$ cat src/rtl/demod_meas_ctrl_pkg.sv
// Shared definitions for the demodulator measurement sequencer.
package demod_meas_ctrl_pkg;

    // Sequencer state encoding, 3 bits wide; also exported on the debug port.
    typedef enum logic [2:0] {
        ST_IDLE    = 3'd0,
        ST_SETTLE  = 3'd1,
        ST_ARM     = 3'd2,
        ST_WINDOW  = 3'd3,
        ST_DRAIN   = 3'd4,
        ST_CAPTURE = 3'd5
    } state_t;

    localparam int DEF_OUT_W     = 14;
    localparam int DEF_PDEV_W    = 42;
    localparam int DEF_CNT_W     = 24;
    localparam int DEF_DRAIN_CYC = 4;

endpackage

$ cat src/rtl/demod_meas_ctrl_if.sv
// Control/data bundle between the UI side (master) and the measurement
// sequencer (slave).
//
// Handshake: start and abort are single-cycle requests sampled on every
// rising clock edge with no back-pressure. start is honoured only while busy
// is low, and abort wins over start. result_valid is a single-cycle pulse
// that is asserted in the same cycle the result registers take new values.
// The consumer must take the results in that cycle, or later, because the
// result registers hold until the next capture.
interface demod_meas_ctrl_if #(
    parameter int OUT_W  = 14,
    parameter int PDEV_W = 42,
    parameter int CNT_W  = 24
);
    logic                     start;
    logic                     abort;
    logic                     cfg_continuous;
    logic [CNT_W-1:0]         cfg_settle;
    logic [CNT_W-1:0]         cfg_window;
    logic signed [OUT_W-1:0]  am_in;
    logic signed [PDEV_W-1:0] phase_max;
    logic signed [PDEV_W-1:0] phase_min;
    logic                     meas_trigger;
    logic                     busy;
    logic                     result_valid;
    logic signed [OUT_W-1:0]  am_max;
    logic signed [OUT_W-1:0]  am_min;
    logic signed [OUT_W:0]    am_span;
    logic signed [PDEV_W:0]   phase_span;
    logic [2:0]               state_dbg;

    modport master (
        output start, abort, cfg_continuous, cfg_settle, cfg_window,
               am_in, phase_max, phase_min,
        input  meas_trigger, busy, result_valid, am_max, am_min,
               am_span, phase_span, state_dbg
    );

    modport slave (
        input  start, abort, cfg_continuous, cfg_settle, cfg_window,
               am_in, phase_max, phase_min,
        output meas_trigger, busy, result_valid, am_max, am_min,
               am_span, phase_span, state_dbg
    );
endinterface

$ cat src/rtl/demod_meas_ctrl_extremum_track.sv
// Signed running maximum/minimum tracker. A load restarts both extremes from
// the current sample, and an enable folds a new sample into the extremes.
module meas_extremum_track #(
    parameter int W = 14
) (
    input  logic                clk_in,
    input  logic                rst,
    input  logic                load,
    input  logic                en,
    input  logic signed [W-1:0] din,
    output logic signed [W-1:0] max_val,
    output logic signed [W-1:0] min_val
);

    // Load takes priority. Otherwise, the extremes follow din with a signed compare.
    always_ff @(posedge clk_in or posedge rst) begin
        if (rst) begin
            max_val <= '0;
            min_val <= '0;
        end else if (load) begin
            max_val <= din;
            min_val <= din;
        end else if (en) begin
            if (din > max_val) max_val <= din;
            if (din < min_val) min_val <= din;
        end
    end

endmodule

$ cat src/rtl/demod_meas_ctrl.sv
// Measurement window sequencer for the I/Q demodulation datapath. After start,
// it waits a settle time. It then fires meas_trigger, tracks the AM envelope
// extremes over the window, and waits for the phase pipeline to drain. Finally
// it captures phase and AM extremes together with their spans.
module demod_meas_ctrl
    import demod_meas_ctrl_pkg::*;
#(
    parameter int OUT_W     = DEF_OUT_W,
    parameter int PDEV_W    = DEF_PDEV_W,
    parameter int CNT_W     = DEF_CNT_W,
    parameter int DRAIN_CYC = DEF_DRAIN_CYC
) (
    input  logic             clk_in,
    input  logic             rst,
    demod_meas_ctrl_if.slave bus
);

    state_t                  state;
    logic [CNT_W-1:0]        cnt;
    logic [CNT_W-1:0]        shadow_settle;
    logic [CNT_W-1:0]        shadow_window;
    logic [CNT_W-1:0]        win_len;
    logic signed [OUT_W-1:0] trk_max;
    logic signed [OUT_W-1:0] trk_min;
    logic                    trk_load;
    logic                    trk_en;

    // A zero window is treated as a single-sample window.
    assign win_len = (shadow_window == '0) ? CNT_W'(1) : shadow_window;

    // The ARM sample seeds the tracker. WINDOW then folds in the next
    // win_len-1 samples. The final WINDOW cycle is a guard cycle in which the
    // tracker is already stable.
    assign trk_load = (state == ST_ARM);
    assign trk_en   = (state == ST_WINDOW) && (cnt != CNT_W'(1));

    assign bus.state_dbg = state;

    meas_extremum_track #(.W(OUT_W)) u_am_track (
        .clk_in  (clk_in),
        .rst     (rst),
        .load    (trk_load),
        .en      (trk_en),
        .din     (bus.am_in),
        .max_val (trk_max),
        .min_val (trk_min)
    );

    // Sequencer FSM. Counters load their terminal value and count down to 1,
    // and all outputs are registered.
    always_ff @(posedge clk_in or posedge rst) begin
        if (rst) begin
            state            <= ST_IDLE;
            cnt              <= '0;
            shadow_settle    <= '0;
            shadow_window    <= '0;
            bus.meas_trigger <= 1'b0;
            bus.busy         <= 1'b0;
            bus.result_valid <= 1'b0;
            bus.am_max       <= '0;
            bus.am_min       <= '0;
            bus.am_span      <= '0;
            bus.phase_span   <= '0;
        end else begin
            bus.meas_trigger <= 1'b0;
            bus.result_valid <= 1'b0;
            if (bus.abort) begin
                state    <= ST_IDLE;
                cnt      <= '0;
                bus.busy <= 1'b0;
            end else begin
                case (state)
                    ST_IDLE: begin
                        if (bus.start) begin
                            shadow_settle <= bus.cfg_settle;
                            shadow_window <= bus.cfg_window;
                            bus.busy      <= 1'b1;
                            if (bus.cfg_settle == '0) begin
                                state            <= ST_ARM;
                                bus.meas_trigger <= 1'b1;
                            end else begin
                                state <= ST_SETTLE;
                                cnt   <= bus.cfg_settle;
                            end
                        end
                    end
                    ST_SETTLE: begin
                        if (cnt == CNT_W'(1)) begin
                            state            <= ST_ARM;
                            bus.meas_trigger <= 1'b1;
                        end else begin
                            cnt <= cnt - CNT_W'(1);
                        end
                    end
                    ST_ARM: begin
                        state <= ST_WINDOW;
                        cnt   <= win_len;
                    end
                    ST_WINDOW: begin
                        if (cnt == CNT_W'(1)) begin
                            state <= ST_DRAIN;
                            cnt   <= CNT_W'(DRAIN_CYC);
                        end else begin
                            cnt <= cnt - CNT_W'(1);
                        end
                    end
                    ST_DRAIN: begin
                        if (cnt == CNT_W'(1)) state <= ST_CAPTURE;
                        else                  cnt   <= cnt - CNT_W'(1);
                    end
                    ST_CAPTURE: begin
                        bus.am_max       <= trk_max;
                        bus.am_min       <= trk_min;
                        bus.am_span      <= {trk_max[OUT_W-1], trk_max}
                                          - {trk_min[OUT_W-1], trk_min};
                        bus.phase_span   <= {bus.phase_max[PDEV_W-1], bus.phase_max}
                                          - {bus.phase_min[PDEV_W-1], bus.phase_min};
                        bus.result_valid <= 1'b1;
                        if (!bus.cfg_continuous) begin
                            state    <= ST_IDLE;
                            bus.busy <= 1'b0;
                        end else if (shadow_settle == '0) begin
                            state            <= ST_ARM;
                            bus.meas_trigger <= 1'b1;
                        end else begin
                            state <= ST_SETTLE;
                            cnt   <= shadow_settle;
                        end
                    end
                    default: begin
                        state    <= ST_IDLE;
                        bus.busy <= 1'b0;
                    end
                endcase
            end
        end
    end

endmodule

$ cat src/flat_wrapper.sv
// flat-port wrapper written by rule: the top's interface ports become plain ports
module demod_meas_ctrl_flat import demod_meas_ctrl_pkg::*;
#(
    parameter int OUT_W     = DEF_OUT_W,
    parameter int PDEV_W    = DEF_PDEV_W,
    parameter int CNT_W     = DEF_CNT_W,
    parameter int DRAIN_CYC = DEF_DRAIN_CYC
)
  (clk_in, rst, bus_start, bus_abort, bus_cfg_continuous, bus_cfg_settle, bus_cfg_window, bus_am_in, bus_phase_max, bus_phase_min, bus_meas_trigger, bus_busy, bus_result_valid, bus_am_max, bus_am_min, bus_am_span, bus_phase_span, bus_state_dbg);
  demod_meas_ctrl_if #(.OUT_W(OUT_W), .PDEV_W(PDEV_W), .CNT_W(CNT_W)) bus_i ();
  input  logic clk_in;
  input  logic rst;
  input wire logic [$bits(bus_i.start)-1:0] bus_start;
  input wire logic [$bits(bus_i.abort)-1:0] bus_abort;
  input wire logic [$bits(bus_i.cfg_continuous)-1:0] bus_cfg_continuous;
  input wire logic [$bits(bus_i.cfg_settle)-1:0] bus_cfg_settle;
  input wire logic [$bits(bus_i.cfg_window)-1:0] bus_cfg_window;
  input wire logic [$bits(bus_i.am_in)-1:0] bus_am_in;
  input wire logic [$bits(bus_i.phase_max)-1:0] bus_phase_max;
  input wire logic [$bits(bus_i.phase_min)-1:0] bus_phase_min;
  output wire logic [$bits(bus_i.meas_trigger)-1:0] bus_meas_trigger;
  output wire logic [$bits(bus_i.busy)-1:0] bus_busy;
  output wire logic [$bits(bus_i.result_valid)-1:0] bus_result_valid;
  output wire logic [$bits(bus_i.am_max)-1:0] bus_am_max;
  output wire logic [$bits(bus_i.am_min)-1:0] bus_am_min;
  output wire logic [$bits(bus_i.am_span)-1:0] bus_am_span;
  output wire logic [$bits(bus_i.phase_span)-1:0] bus_phase_span;
  output wire logic [$bits(bus_i.state_dbg)-1:0] bus_state_dbg;
  assign bus_i.start = bus_start;
  assign bus_i.abort = bus_abort;
  assign bus_i.cfg_continuous = bus_cfg_continuous;
  assign bus_i.cfg_settle = bus_cfg_settle;
  assign bus_i.cfg_window = bus_cfg_window;
  assign bus_i.am_in = bus_am_in;
  assign bus_i.phase_max = bus_phase_max;
  assign bus_i.phase_min = bus_phase_min;
  assign bus_meas_trigger = bus_i.meas_trigger;
  assign bus_busy = bus_i.busy;
  assign bus_result_valid = bus_i.result_valid;
  assign bus_am_max = bus_i.am_max;
  assign bus_am_min = bus_i.am_min;
  assign bus_am_span = bus_i.am_span;
  assign bus_phase_span = bus_i.phase_span;
  assign bus_state_dbg = bus_i.state_dbg;
  demod_meas_ctrl #(.OUT_W(OUT_W), .PDEV_W(PDEV_W), .CNT_W(CNT_W), .DRAIN_CYC(DRAIN_CYC)) u_core (.clk_in(clk_in), .rst(rst), .bus(bus_i));
endmodule
$ cat config.mk
export PLATFORM = sky130hd
export DESIGN_NAME = demod_meas_ctrl_flat
export DESIGN_NICKNAME = d
export VERILOG_FILES = /design/src/rtl/demod_meas_ctrl_pkg.sv /design/src/rtl/demod_meas_ctrl_if.sv /design/src/rtl/demod_meas_ctrl_extremum_track.sv /design/src/rtl/demod_meas_ctrl.sv /design/src/flat_wrapper.sv
export SDC_FILE = /design/constraint.sdc
export NUM_CORES = 1
export LEC_CHECK = 0
export BUFFER_PORTS_ARGS = -buffer_cell sky130_fd_sc_hd__buf_2
export CAP_MARGIN = 15
export CORE_MARGIN = 2
export CORE_UTILIZATION = 38
export CTS_BUF_LIST = sky130_fd_sc_hd__clkbuf_8
export DETAILED_ROUTE_END_ITERATION = 16
export GPL_ROUTABILITY_DRIVEN = 1
export REMOVE_ABC_BUFFERS = 1
export SLEW_MARGIN = 20
export SYNTH_ARGS = -nofsm -noshare
export SYNTH_HDL_FRONTEND = slang
export SYNTH_SLANG_ARGS = --single-unit
export TNS_END_PERCENT = 1
$ cat constraint.sdc
create_clock -name clk_in -period 7.6 [get_ports clk_in]
set_clock_uncertainty 0.1 [all_clocks]
set_input_delay 0.38 -clock clk_in [delete_from_list [all_inputs] [get_ports clk_in]]
set_output_delay 0.38 -clock clk_in [all_outputs]
set_load 0.01 [all_outputs]
==> impl_metrics.csv <==
group,metric,value,unit
setup_path,critPathMaxFanout,96,
power_and_ir_drop,swShare,38.1,%
place,port-buffer-count,242,
cts,cts_buffers,17,
floorplanning,ios,243,
yosys,ys_seq_area_share,39.4,%
detailed_routing,drtIter0Drc,653,
detailed_routing,wire_per_inst,17.3,um
place,dpl.hpwl,25000,um
final_layout,n_fill_cell,3119,
yosys,ys_types,71,
floorplanning,die_w,183,um
place,dpl.cell_count,1924,
timing,drv_slew,0,
grt,grt_overflow,0,
power_and_ir_drop,seqPwrFrac,39.0,%
setup_path,worst-path-stages,7,
yosys,synth-edff-count,0,
setup_path,r2r_cells,7,
cts,cts_sinks,192,
grt,antenna_found_initial,3,
yosys,synth_top_area_share,39.4,%
cts,cts_tree,"done",
final_layout,utilization,45.6,%
timing,hold_violations,0,
yosys,synth_area,0.0122,sq mm
cts,cts_max_level,4,
cts,cts_setup_buffers,0,
detailed_routing,drt_pass1_iterations,5,
cts,ctsRootBufferMaster,"clkbuf_8",
setup_path,path_cells,"inv_1 > nor2_1 > nand2_4 > buf_4 > nor2_1 > a221o_1 > a211o_1",
final_layout,area_growth,18.1,%
setup_path,critical-path-max-stage-delay,0.71,ns
worst_hold_path,hold_class,"input pin to register",
cts,clk_path_buf_depth,2,
outcome,status,"complete, no violations",
timing,rsz0062_at_grt,"false",
yosys,synth_seq_cells,192,
power_and_ir_drop,power_density,238,mW/mm^2
setup_path,cpLargestDelayFamily,"buffers and inverters",
timing,timing.max_slew.rel_slack,28.3,%
timing,finalSetupViolations,0,
timing,period_needed,3.89,ns
final_layout,layout.nets,1804,
setup_path,setup.worst_path.class,"register to register",
detailed_routing,routed_via_density,5.39,
timing,period_share,51.2,%
setup_path,cp.arrival,4.20,ns
detailed_routing,routed_wl,34300,um
setup_path,required,7.91,ns
grt,first_global_vias,10700,
yosys,synth_largest_area_cell,"dfrtp_1",
cts,path_clk_slew,0.11,ns
floorplanning,rows,65,
place,place.gp.congestion,0.921,
grt,grt_first_pass_wirelength,55900,um
detailed_routing,antenna_left,0,
floorplanning,die_area,0.0335,sq mm
cts,insertion_delay,0.52,ns
yosys,synthArstFlopShare,100,%
detailed_routing,via_count,10700,
yosys,synth_area_leaders,"dfrtp_1, ha_1, mux2_2, o21ai_0, a21oi_1",
detailed_routing,route.detailed.drc,0,
power_and_ir_drop,p_switching,1.31,mW
power_and_ir_drop,internal_power,2.12,mW
power_and_ir_drop,p_leak,7.01,nW
grt,grt_max_degree,130,
yosys,synth_ff_type,"dfrtp_1",
floorplanning,core,0.0316,sq mm
flow_run,cap_violations,0,
timing,timing.fmax,0.257,GHz
setup_path,cp-start-kind,"register",
yosys,avgSynthCellArea,9.12,sq um
final_layout,fin_cells,1982,
power_and_ir_drop,clkPwrFrac,21.4,%
floorplanning,start_util,38.6,%
setup_path,slowest_stage,"inv_1",
timing,finalSetupTns,0,ns
setup_path,worstSetupEndpointType,"register",
worst_hold_path,hold_depth,2,
final_layout,drive_above_1_share,23.7,%
floorplanning,die_y,183,um
setup_path,critical_path_buf_inv_count,2,
power_and_ir_drop,comb_power_share,39.6,%
power_and_ir_drop,peakVddDrop,123,uV
timing,worst_slew_pin_slew,1.08,ns
yosys,syn-instance-count,1336,
setup_path,cpMostUsedCell,"nor2_1",
yosys,yosysWarnings,0,
grt,grtUsageTotal,20.9,%
[sequential cells by signal (all words and copies together) (netlist names)]
signal,flops
u_core.u_am_track.min_val,14
u_core.bus.busy,1
u_core.bus.phase_span,43
u_core.bus.am_max,14
u_core.bus.result_valid,1
u_core.bus.meas_trigger,1
u_core.cnt,24
u_core.shadow_window,24
u_core.bus.am_span,15
u_core.bus.am_min,14
u_core.u_am_track.max_val,14
u_core.shadow_settle,24
u_core.bus.state_dbg,3
[logic make-up (layout without fill, tap and decap cells)]
kind of cell / count (synthesis) / in the layout / share of synthesized area [%]
AO/OA/AOI/OAI: 406 / 406 / 20.8
XOR/XNOR: 53 / 53 / 3.81
buffers and inverters: 154 / 397 / 5.01
AND/OR/NAND/NOR: 365 / 365 / 14.6
flip-flops: 192 / 192 / 39.4
adder cells (fa/ha/maj): 87 / 87 / 9.06
other: 0 / 1 / 0
multiplexers: 79 / 79 / 7.27
[timing repair]
item,in CTS,in global routing
hold buffers,25,0
endpoints found under the hold margin,72,0
gates resized for setup,0,0
[synth_stat cells (20+ instances only)]
master / instances
dfrtp_1: 192
nand2_1: 145
o21ai_0: 126
a21oi_1: 110
inv_1: 89
ha_1: 85
mux2_2: 67
nor2_1: 66
clkbuf_1: 52
a21o_1: 36
xnor2_1: 33
nor4_1: 26
nor3_1: 24
xor2_1: 20
[cells in the final DEF (no fill, tap or decap), types with 23 or more instances in the layout]
master	count
a21oi_1	108
a21o_1	36
ha_1	85
buf_2	242
nor3_1	23
dlygate4sd3_1	25
mux2_2	67
inv_1	88
o21ai_0	126
nor2_1	66
nand2_1	144
nor4_1	26
xnor2_1	33
dfrtp_1	192
[through the flow]
step,power (mW),setup slack (ns),hold WS [ns],area [sq um]
floorplan,2.31,1.75,0.343,11900
global placement,2.67,3.80,0.358,13700
detailed placement,2.70,3.73,0.364,13700
CTS,3.46,3.70,0.00213,14400
global route,3.70,3.36,0.00679,14400
finish,3.43,3.71,0.0327,14400
[per-layer routing]
metal	GRT usage (%)	routed length [um]
met1	26.9	15400
met2	34.8	15900
met3	5.76	2420
met4	5.15	540
met5	0	21
[worst paths after layout]
check	start	endpoint	slack (ns)
worst max-delay path	u_core.bus.state_dbg[0]	u_core.bus.phase_span[37]	3.71
worst min-delay path	bus_am_in[5]	u_core.u_am_track.max_val[5]	0.03
worst max register to register	u_core.bus.state_dbg[0]	u_core.bus.phase_span[37]	3.71
worst min register to register	u_core.bus.phase_span[32]	u_core.bus.phase_span[32]	0.38
max in group asynchronous	rst	u_core.bus.am_min[3]	5.50
min in group asynchronous	rst	u_core.bus.phase_span[13]	0.51
[area by class of cell]
| class | instances | area [sq um] | share of cell area (%) |
|---|---|---|---|
| Antenna cell | 1 | 2.50 | 0.0174 |
| Clock buffer | 18 | 248 | 1.72 |
| Clock inverter | 14 | 165 | 1.15 |
| Inverter | 90 | 345 | 2.40 |
| Multi-Input combinational cell | 990 | 6790 | 47.2 |
| Sequential cell | 192 | 4800 | 33.4 |
| Tap cell | 402 | 503 | 3.50 |
| Timing Repair Buffer | 275 | 1520 | 10.6 |
[worst register-to-register path, stage by stage, from the launching register on]
cell,delay [ns]
dfrtp_1,0.69
inv_1,0.71
nor2_1,0.20
nand2_4,0.68
buf_4,0.71
nor2_1,0.11
a221o_1,0.33
a211o_1,0.26
[power by group through the flow]
| stage | Combinational (mW) | Sequential, mW | Clock [mW] |
|---|---|---|---|
| after floorplan | 0.988 | 1.32 | 0 |
| after global placement | 1.32 | 1.35 | 0 |
| after detailed placement | 1.35 | 1.35 | 0 |
| after CTS | 1.37 | 1.33 | 0.760 |
| after global routing | 1.54 | 1.36 | 0.801 |
| final | 1.36 | 1.34 | 0.734 |
Note: power is estimated with default switching activity, not from simulation.
